--- config.mk ---
export PLATFORM = sky130hd
export DESIGN_NAME = wb_exc_commit_flat
export DESIGN_NICKNAME = d
export VERILOG_FILES = /design/src/rtl/wb_exc_commit_if.sv /design/src/rtl/wb_exc_commit.sv /design/src/flat_wrapper.sv
export SDC_FILE = /design/constraint.sdc
export NUM_CORES = 1
export LEC_CHECK = 0
export BUFFER_PORTS_ARGS = -buffer_cell sky130_fd_sc_hd__buf_2
export CORE_MARGIN = 2
export CORE_UTILIZATION = 45
export DETAILED_ROUTE_END_ITERATION = 12
export GPL_TIMING_DRIVEN = 0
export PLACE_DENSITY = 0.8
export SETUP_SLACK_MARGIN = 0.15
export SLEW_MARGIN = 20
export SYNTH_ARGS = -nofsm -noshare
export SYNTH_HDL_FRONTEND = slang
export SYNTH_SLANG_ARGS = --single-unit
export TNS_END_PERCENT = 1
--- constraint.sdc ---
create_clock -name clk -period 2.2 [get_ports clk]
set_clock_uncertainty 0.05 [all_clocks]
set_input_delay 0.22 -clock clk [delete_from_list [all_inputs] [get_ports clk]]
set_output_delay 0.22 -clock clk [all_outputs]
set_load 0.03 [all_outputs]
--- src/rtl/wb_exc_commit_if.sv ---
// wb_exc_commit_if: bundle of the MEM->WB handshake, CSR-file commit bus and
// front-end redirect handshake used by wb_exc_commit.
//   slave  : the commit unit (consumes MEM/CSR/ack, drives commit/flush outputs)
//   master : the surrounding pipeline / testbench
interface wb_exc_commit_if;
  logic        ms_to_ws_valid;
  logic        ws_allowin;
  logic [31:0] ms_pc;
  logic [31:0] ms_vaddr;
  logic [5:0]  ms_exc;        // {ale,brk,sys,ine,adem,adef}
  logic        ms_ertn;
  logic        has_int;
  logic [31:0] csr_eentry;
  logic [31:0] csr_era;
  logic        ws_valid;
  logic        ws_rf_kill;
  logic        wb_ex;
  logic [5:0]  wb_ecode;
  logic [8:0]  wb_esubcode;
  logic [31:0] wb_pc;
  logic [31:0] wb_vaddr;
  logic        eret_flush;
  logic        flush_req;
  logic [31:0] flush_target;
  logic        redirect_ack;

  modport slave (
    input  ms_to_ws_valid, ms_pc, ms_vaddr, ms_exc, ms_ertn, has_int,
           csr_eentry, csr_era, redirect_ack,
    output ws_allowin, ws_valid, ws_rf_kill, wb_ex, wb_ecode, wb_esubcode,
           wb_pc, wb_vaddr, eret_flush, flush_req, flush_target
  );

  modport master (
    output ms_to_ws_valid, ms_pc, ms_vaddr, ms_exc, ms_ertn, has_int,
           csr_eentry, csr_era, redirect_ack,
    input  ws_allowin, ws_valid, ws_rf_kill, wb_ex, wb_ecode, wb_esubcode,
           wb_pc, wb_vaddr, eret_flush, flush_req, flush_target
  );
endinterface

--- src/rtl/wb_exc_commit.sv ---
// wb_exc_commit: writeback-stage exception / ERTN commit unit feeding the CSR file.
// Latches the instruction leaving MEM, tags a pending interrupt at entry,
// priority-encodes exception flags, emits one-cycle wb_ex / eret_flush pulses
// and holds flush_req with the redirect target until the front end acks.
// Ports:
//   clk, resetn         clock, asynchronous active-low reset
//   bus (slave)         MEM handshake, CSR inputs, commit outputs, redirect handshake
//   exc_count           exception statistics counter (only with WB_EXC_STATS_EN)
// Optional feature macro: WB_EXC_STATS_EN (adds exc_count port and counter).
//
// state   | meaning
// S_IDLE  | WB accepts from MEM; commits exceptions / ERTN
// S_FLUSH | flush_req high, MEM input discarded, waiting for min time + ack
module wb_exc_commit #(
  parameter int FLUSH_MIN_CYCLES = 1,
  parameter int CNT_W            = 16
) (
  input  logic             clk,
  input  logic             resetn,
  wb_exc_commit_if.slave   bus
`ifdef WB_EXC_STATS_EN
  ,
  output logic [CNT_W-1:0] exc_count
`endif
);

  localparam int CW = $clog2(FLUSH_MIN_CYCLES + 1);
  localparam logic [CW-1:0] CNT_INIT = CW'(FLUSH_MIN_CYCLES);

  typedef enum logic {S_IDLE, S_FLUSH} state_e;

  state_e         state_q, state_d;
  logic           ws_valid_q, ws_valid_d;
  logic [31:0]    pc_q, pc_d;
  logic [31:0]    vaddr_q, vaddr_d;
  logic [5:0]     exc_q, exc_d;
  logic           ertn_q, ertn_d;
  logic           int_tag_q, int_tag_d;
  logic [CW-1:0]  cnt_q, cnt_d;
  logic           ack_q, ack_d;
  logic [31:0]    target_q, target_d;

  logic idle, ws_ready_go, allowin, transfer;
  logic ex_any, commit_ex, commit_ertn, ack_seen;
  logic [5:0] ecode;
  logic [8:0] esubcode;

  assign ws_ready_go = 1'b1;

  always_comb begin
    idle        = (state_q == S_IDLE);
    allowin     = idle & (~ws_valid_q | ws_ready_go);
    transfer    = bus.ms_to_ws_valid & allowin;
    ex_any      = ws_valid_q & (int_tag_q | (|exc_q));
    commit_ex   = ex_any & idle;
    commit_ertn = ws_valid_q & ertn_q & ~ex_any & idle;
    // an ack seen earlier in the flush still counts once the minimum time is met
    ack_seen    = bus.redirect_ack | ack_q;

    state_d    = state_q;
    ws_valid_d = ws_valid_q;
    pc_d       = pc_q;
    vaddr_d    = vaddr_q;
    exc_d      = exc_q;
    ertn_d     = ertn_q;
    int_tag_d  = int_tag_q;
    cnt_d      = cnt_q;
    ack_d      = ack_q;
    target_d   = target_q;

    if (transfer) begin
      pc_d      = bus.ms_pc;
      vaddr_d   = bus.ms_vaddr;
      exc_d     = bus.ms_exc;
      ertn_d    = bus.ms_ertn;
      int_tag_d = bus.has_int;
    end

    case (state_q)
      S_IDLE: begin
        if (commit_ex || commit_ertn) begin
          // the younger instruction transferring at this edge is killed too
          state_d    = S_FLUSH;
          ws_valid_d = 1'b0;
          target_d   = commit_ex ? bus.csr_eentry : bus.csr_era;
          cnt_d      = CNT_INIT;
          ack_d      = 1'b0;
        end else begin
          ws_valid_d = bus.ms_to_ws_valid;
        end
      end
      S_FLUSH: begin
        if (cnt_q != '0) cnt_d = cnt_q - CW'(1);
        if (ack_seen && (cnt_q <= CW'(1))) begin
          state_d = S_IDLE;
          ack_d   = 1'b0;
        end else begin
          ack_d = ack_seen;
        end
      end
      default: state_d = S_IDLE;
    endcase
  end

  always_comb begin
    ecode    = 6'h00;
    esubcode = 9'h000;
    if (ex_any) begin
      if (int_tag_q)     begin ecode = 6'h00; esubcode = 9'h000; end
      else if (exc_q[0]) begin ecode = 6'h08; esubcode = 9'h000; end
      else if (exc_q[2]) begin ecode = 6'h0D; esubcode = 9'h000; end
      else if (exc_q[3]) begin ecode = 6'h0B; esubcode = 9'h000; end
      else if (exc_q[4]) begin ecode = 6'h0C; esubcode = 9'h000; end
      else if (exc_q[1]) begin ecode = 6'h08; esubcode = 9'h001; end
      else               begin ecode = 6'h09; esubcode = 9'h000; end
    end
  end

  always_ff @(posedge clk or negedge resetn) begin
    if (!resetn) begin
      state_q    <= S_IDLE;
      ws_valid_q <= 1'b0;
      pc_q       <= '0;
      vaddr_q    <= '0;
      exc_q      <= '0;
      ertn_q     <= 1'b0;
      int_tag_q  <= 1'b0;
      cnt_q      <= '0;
      ack_q      <= 1'b0;
      target_q   <= '0;
    end else begin
      state_q    <= state_d;
      ws_valid_q <= ws_valid_d;
      pc_q       <= pc_d;
      vaddr_q    <= vaddr_d;
      exc_q      <= exc_d;
      ertn_q     <= ertn_d;
      int_tag_q  <= int_tag_d;
      cnt_q      <= cnt_d;
      ack_q      <= ack_d;
      target_q   <= target_d;
    end
  end

  assign bus.ws_allowin   = allowin;
  assign bus.ws_valid     = ws_valid_q;
  assign bus.ws_rf_kill   = ex_any;
  assign bus.wb_ex        = commit_ex;
  assign bus.wb_ecode     = ecode;
  assign bus.wb_esubcode  = esubcode;
  assign bus.wb_pc        = pc_q;
  assign bus.wb_vaddr     = vaddr_q;
  assign bus.eret_flush   = commit_ertn;
  assign bus.flush_req    = ~idle;
  assign bus.flush_target = target_q;

`ifdef WB_EXC_STATS_EN
  logic [CNT_W-1:0] exc_cnt_q;

  always_ff @(posedge clk or negedge resetn) begin
    if (!resetn)                      exc_cnt_q <= '0;
    else if (commit_ex && ~&exc_cnt_q) exc_cnt_q <= exc_cnt_q + CNT_W'(1);
  end

  assign exc_count = exc_cnt_q;
`endif

endmodule

--- src/flat_wrapper.sv ---
// flat-port wrapper written by rule: the top's interface ports become plain ports
module wb_exc_commit_flat 
#(
  parameter int FLUSH_MIN_CYCLES = 1,
  parameter int CNT_W            = 16
)
  (clk, resetn, bus_ms_to_ws_valid, bus_ms_pc, bus_ms_vaddr, bus_ms_exc, bus_ms_ertn, bus_has_int, bus_csr_eentry, bus_csr_era, bus_redirect_ack, bus_ws_allowin, bus_ws_valid, bus_ws_rf_kill, bus_wb_ex, bus_wb_ecode, bus_wb_esubcode, bus_wb_pc, bus_wb_vaddr, bus_eret_flush, bus_flush_req, bus_flush_target);
  wb_exc_commit_if bus_i ();
  input  logic clk;
  input  logic resetn;
  input wire logic [$bits(bus_i.ms_to_ws_valid)-1:0] bus_ms_to_ws_valid;
  input wire logic [$bits(bus_i.ms_pc)-1:0] bus_ms_pc;
  input wire logic [$bits(bus_i.ms_vaddr)-1:0] bus_ms_vaddr;
  input wire logic [$bits(bus_i.ms_exc)-1:0] bus_ms_exc;
  input wire logic [$bits(bus_i.ms_ertn)-1:0] bus_ms_ertn;
  input wire logic [$bits(bus_i.has_int)-1:0] bus_has_int;
  input wire logic [$bits(bus_i.csr_eentry)-1:0] bus_csr_eentry;
  input wire logic [$bits(bus_i.csr_era)-1:0] bus_csr_era;
  input wire logic [$bits(bus_i.redirect_ack)-1:0] bus_redirect_ack;
  output wire logic [$bits(bus_i.ws_allowin)-1:0] bus_ws_allowin;
  output wire logic [$bits(bus_i.ws_valid)-1:0] bus_ws_valid;
  output wire logic [$bits(bus_i.ws_rf_kill)-1:0] bus_ws_rf_kill;
  output wire logic [$bits(bus_i.wb_ex)-1:0] bus_wb_ex;
  output wire logic [$bits(bus_i.wb_ecode)-1:0] bus_wb_ecode;
  output wire logic [$bits(bus_i.wb_esubcode)-1:0] bus_wb_esubcode;
  output wire logic [$bits(bus_i.wb_pc)-1:0] bus_wb_pc;
  output wire logic [$bits(bus_i.wb_vaddr)-1:0] bus_wb_vaddr;
  output wire logic [$bits(bus_i.eret_flush)-1:0] bus_eret_flush;
  output wire logic [$bits(bus_i.flush_req)-1:0] bus_flush_req;
  output wire logic [$bits(bus_i.flush_target)-1:0] bus_flush_target;
  assign bus_i.ms_to_ws_valid = bus_ms_to_ws_valid;
  assign bus_i.ms_pc = bus_ms_pc;
  assign bus_i.ms_vaddr = bus_ms_vaddr;
  assign bus_i.ms_exc = bus_ms_exc;
  assign bus_i.ms_ertn = bus_ms_ertn;
  assign bus_i.has_int = bus_has_int;
  assign bus_i.csr_eentry = bus_csr_eentry;
  assign bus_i.csr_era = bus_csr_era;
  assign bus_i.redirect_ack = bus_redirect_ack;
  assign bus_ws_allowin = bus_i.ws_allowin;
  assign bus_ws_valid = bus_i.ws_valid;
  assign bus_ws_rf_kill = bus_i.ws_rf_kill;
  assign bus_wb_ex = bus_i.wb_ex;
  assign bus_wb_ecode = bus_i.wb_ecode;
  assign bus_wb_esubcode = bus_i.wb_esubcode;
  assign bus_wb_pc = bus_i.wb_pc;
  assign bus_wb_vaddr = bus_i.wb_vaddr;
  assign bus_eret_flush = bus_i.eret_flush;
  assign bus_flush_req = bus_i.flush_req;
  assign bus_flush_target = bus_i.flush_target;
  wb_exc_commit #(.FLUSH_MIN_CYCLES(FLUSH_MIN_CYCLES), .CNT_W(CNT_W)) u_core (.clk(clk), .resetn(resetn), .bus(bus_i));
endmodule
==> results_dict.tcl <==
set metrics [dict create \
    vias 4022 \
    tightest_slew_ns 0.618 \
    clock_sinks 106 \
    die-area_um2 11400 \
    p_leak_nw 3.28 \
    avgSynthCellArea_um2 12.7 \
    worstSetupEndpointType "output pin" \
    clockBufferDepth 2 \
    nNetsFinal 796 \
    ys_ff_latch 106 \
    drc 0 \
    worstPathRequired_ns 1.93 \
    period_minus_slack_ns 2.44 \
    grt_usage 0.225 \
    p_switching_w 0.00471 \
    pin_count 257 \
    fin_ws_ns -0.236 \
    rsz0062_at_grt "true" \
    final_cell_mix "242 x buf_2, 106 x dfrtp_1, 71 x mux2_2, 36 x nor2_1, 34 x inv_1" \
    drive_gt1_frac 0.625 \
    min_period_over_period 1.11 \
    ir_worst_vdd_v 0.000878 \
    met2_usage 0.404 \
    worstPathMaxFanout 4 \
    grt-ovfl-total 0 \
    fin_util 0.649 \
    post_drt_wl_per_cell_um 16.4 \
    synth-async-reset-ratio 1.00 \
    clkPwrFrac 0.125 \
    violations "negative setup slack" \
    yosys_warnings 0 \
    p_seq_frac 0.332 \
    cts_tree "done" \
    grt_max_degree 65 \
    cp.arrival_ns 2.17 \
    die_x_um 107 \
    rows 37 \
    final_common_cell "buf_2" \
    clkLatencyLatePin_ns 0.37 \
    swShare 0.464 \
    worst_setup_hold_path_clk_slew_ns 0.11 \
    numPortBuffers 246 \
    path_class "reg -> out" \
    syn-instance-count 375 \
    met3_usage 0.0541 \
    comb_power_share 0.542 \
    synth-main-ff-cell "dfrtp_1" \
    place_ws_ns -0.121 \
    area_growth_pct 40.5 \
    synthDistinctLibCells 26 \
    first_global_vias 4105 \
    drt-initial-drc-count 145 \
    synth_area_um2 4770 \
    max_freq_mhz 410 \
    cts_root_buffer "clkbuf_8" \
    powerDensity_nw_per_um2 1510 \
    antenna_left 0 \
    p_int_w 0.00544 \
    gp_congestion 0.811 \
    first_pass_iters 4 \
    grtUsageMet1 0.261 \
    viasPerCell 5.05 \
    diodes 0 \
    antenna_found_initial 0 \
    grt_pass1_wl_mm 20.0 \
    dp.cells 767 \
    worstHoldPathType "in -> reg" \
    finalHoldViolations 0 \
    cp-start-kind "register" \
    core-area_um2 10300 \
    setup_viol 4 \
    top_usage_layer "met2" \
    maxCapViolations 0 \
    fin_cells 797 \
    slew_headroom 0.588 \
    die_h_um 107 \
    ys_seq_area_frac 0.556 \
    dp_hpwl_mm 9.84 \
    status "complete, but fails checks" \
    cts_inserted_buffers 9 \
    wl_mm 13.1 \
    h-tree-depth 3 \
    drv_slew 0 \
    synth_edf_count 0 \
    start_util 0.462 \
]
cell type report:
| type | count | area (µm²) |
|---|---|---|
| buffer | 39 | 277 |
| clock buffer | 9 | 124 |
| clock inverter | 7 | 83.8 |
| fill | 795 | 3620 |
| inverter | 34 | 128 |
| multi-input combinational | 205 | 1860 |
| sequential | 106 | 2650 |
| tap | 136 | 170 |
| timing repair buffer | 261 | 1400 |
final timing paths:
kind,startpoint,end,slack (ns),depth (start not counted)
min in group asynchronous,resetn,u_core.bus.flush_target[5]$_DFFE_PN0P_,0.27,2
min,bus_ms_vaddr[31],u_core.bus.wb_vaddr[31]$_DFFE_PN0P_,0.02,2
max in group asynchronous,resetn,u_core.bus.wb_pc[12]$_DFFE_PN0P_,1.19,3
max,u_core.exc_q[4]$_DFFE_PN0P_,bus_ws_rf_kill,-0.24,7
max reg2reg,u_core.exc_q[4]$_DFFE_PN0P_,u_core.bus.flush_target[28]$_DFFE_PN0P_,0.04,8
min reg2reg,u_core.bus.wb_vaddr[17]$_DFFE_PN0P_,u_core.bus.wb_vaddr[17]$_DFFE_PN0P_,0.46,1
synth_stat cells (all sizes together), types with 2 or more instances:
cell type  count  area share
a221oi        32       0.094
and2           2      0.0026
buf           18       0.033
clkbuf        21       0.017
dfrtp        106        0.56
inv           34       0.027
mux2          71        0.17
nand2          2      0.0016
nand2b         2      0.0026
nor2          37       0.029
nor2b          3      0.0039
nor3           2      0.0021
nor4          33       0.043
o21ai          2      0.0021
flip-flops by register name (all words and copies together), names as in the netlist:
| signal | count |
|---|---|
| u_core.bus.flush_req | 1 |
| u_core.bus.flush_target | 32 |
| u_core.bus.wb_pc | 32 |
| u_core.bus.wb_vaddr | 32 |
| u_core.bus.ws_valid | 1 |
| u_core.ertn_q | 1 |
| u_core.exc_q | 6 |
| u_core.int_tag_q | 1 |
power groups by stage:
stage	Sequential [W]	Combinational (W)	Clock (W)
after floorplan	0.00507	0.00204	0
after global placement	0.00336	0.00516	0
after detailed placement	0.00342	0.00528	0
after CTS	0.00338	0.00543	0.00129
after global routing	0.00349	0.00584	0.00137
final	0.00337	0.00551	0.00127
metrics by stage:
stage	power, W	hold WS [ns]	instance area [µm²]	TNS (ns)
2_1_floorplan	0.00711	-0.126	4810	0
3_3_place_gp	0.00853	0.369	6210	-29.04
3_5_place_dp	0.00871	0.116	6240	-1.15
4_1_cts	0.0101	0.000538	6600	-0.918
5_1_grt	0.0107	0.00564	6700	-1.07
6_report	0.0101	0.0184	6700	-0.831
metal layers:
layer / vias to the layer above / part of all wire / routed length [µm]
met3: 13 / 0.083 / 1090
li1: 1869 / - / -
met1: 1957 / 0.39 / 5040
met5: - / 0 / 0
met2: 183 / 0.52 / 6780
met4: 0 / 0.013 / 173
worst max-delay path, stage by stage (launching register included):
cell	delay (ns)
dfrtp_1	0.40
or4_4	0.54
buf_6	0.14
or2_1	0.21
buf_6	0.13
buf_12	0.12
and2_4	0.15
buf_6	0.13
kinds of logic after synthesis:
group | count (synthesis) | share of synthesized area
AO/OA/AOI/OAI | 37 | 0.103
buffers and inverters | 73 | 0.0764
flip-flops | 106 | 0.556
multiplexers | 72 | 0.170
other | 1 | 0.000786
AND/OR/NAND/NOR | 86 | 0.0934
repair_timing:
item | in CTS | in global routing
endpoints found under the hold margin | 44 | 0
buffers inserted | 8 | 3
gates resized for setup | 18 | 27
setup endpoints to repair | 98 | 80
pin swaps | 11 | 3
hold buffers | 3 | 0
Power figures use the tool's default switching activity.
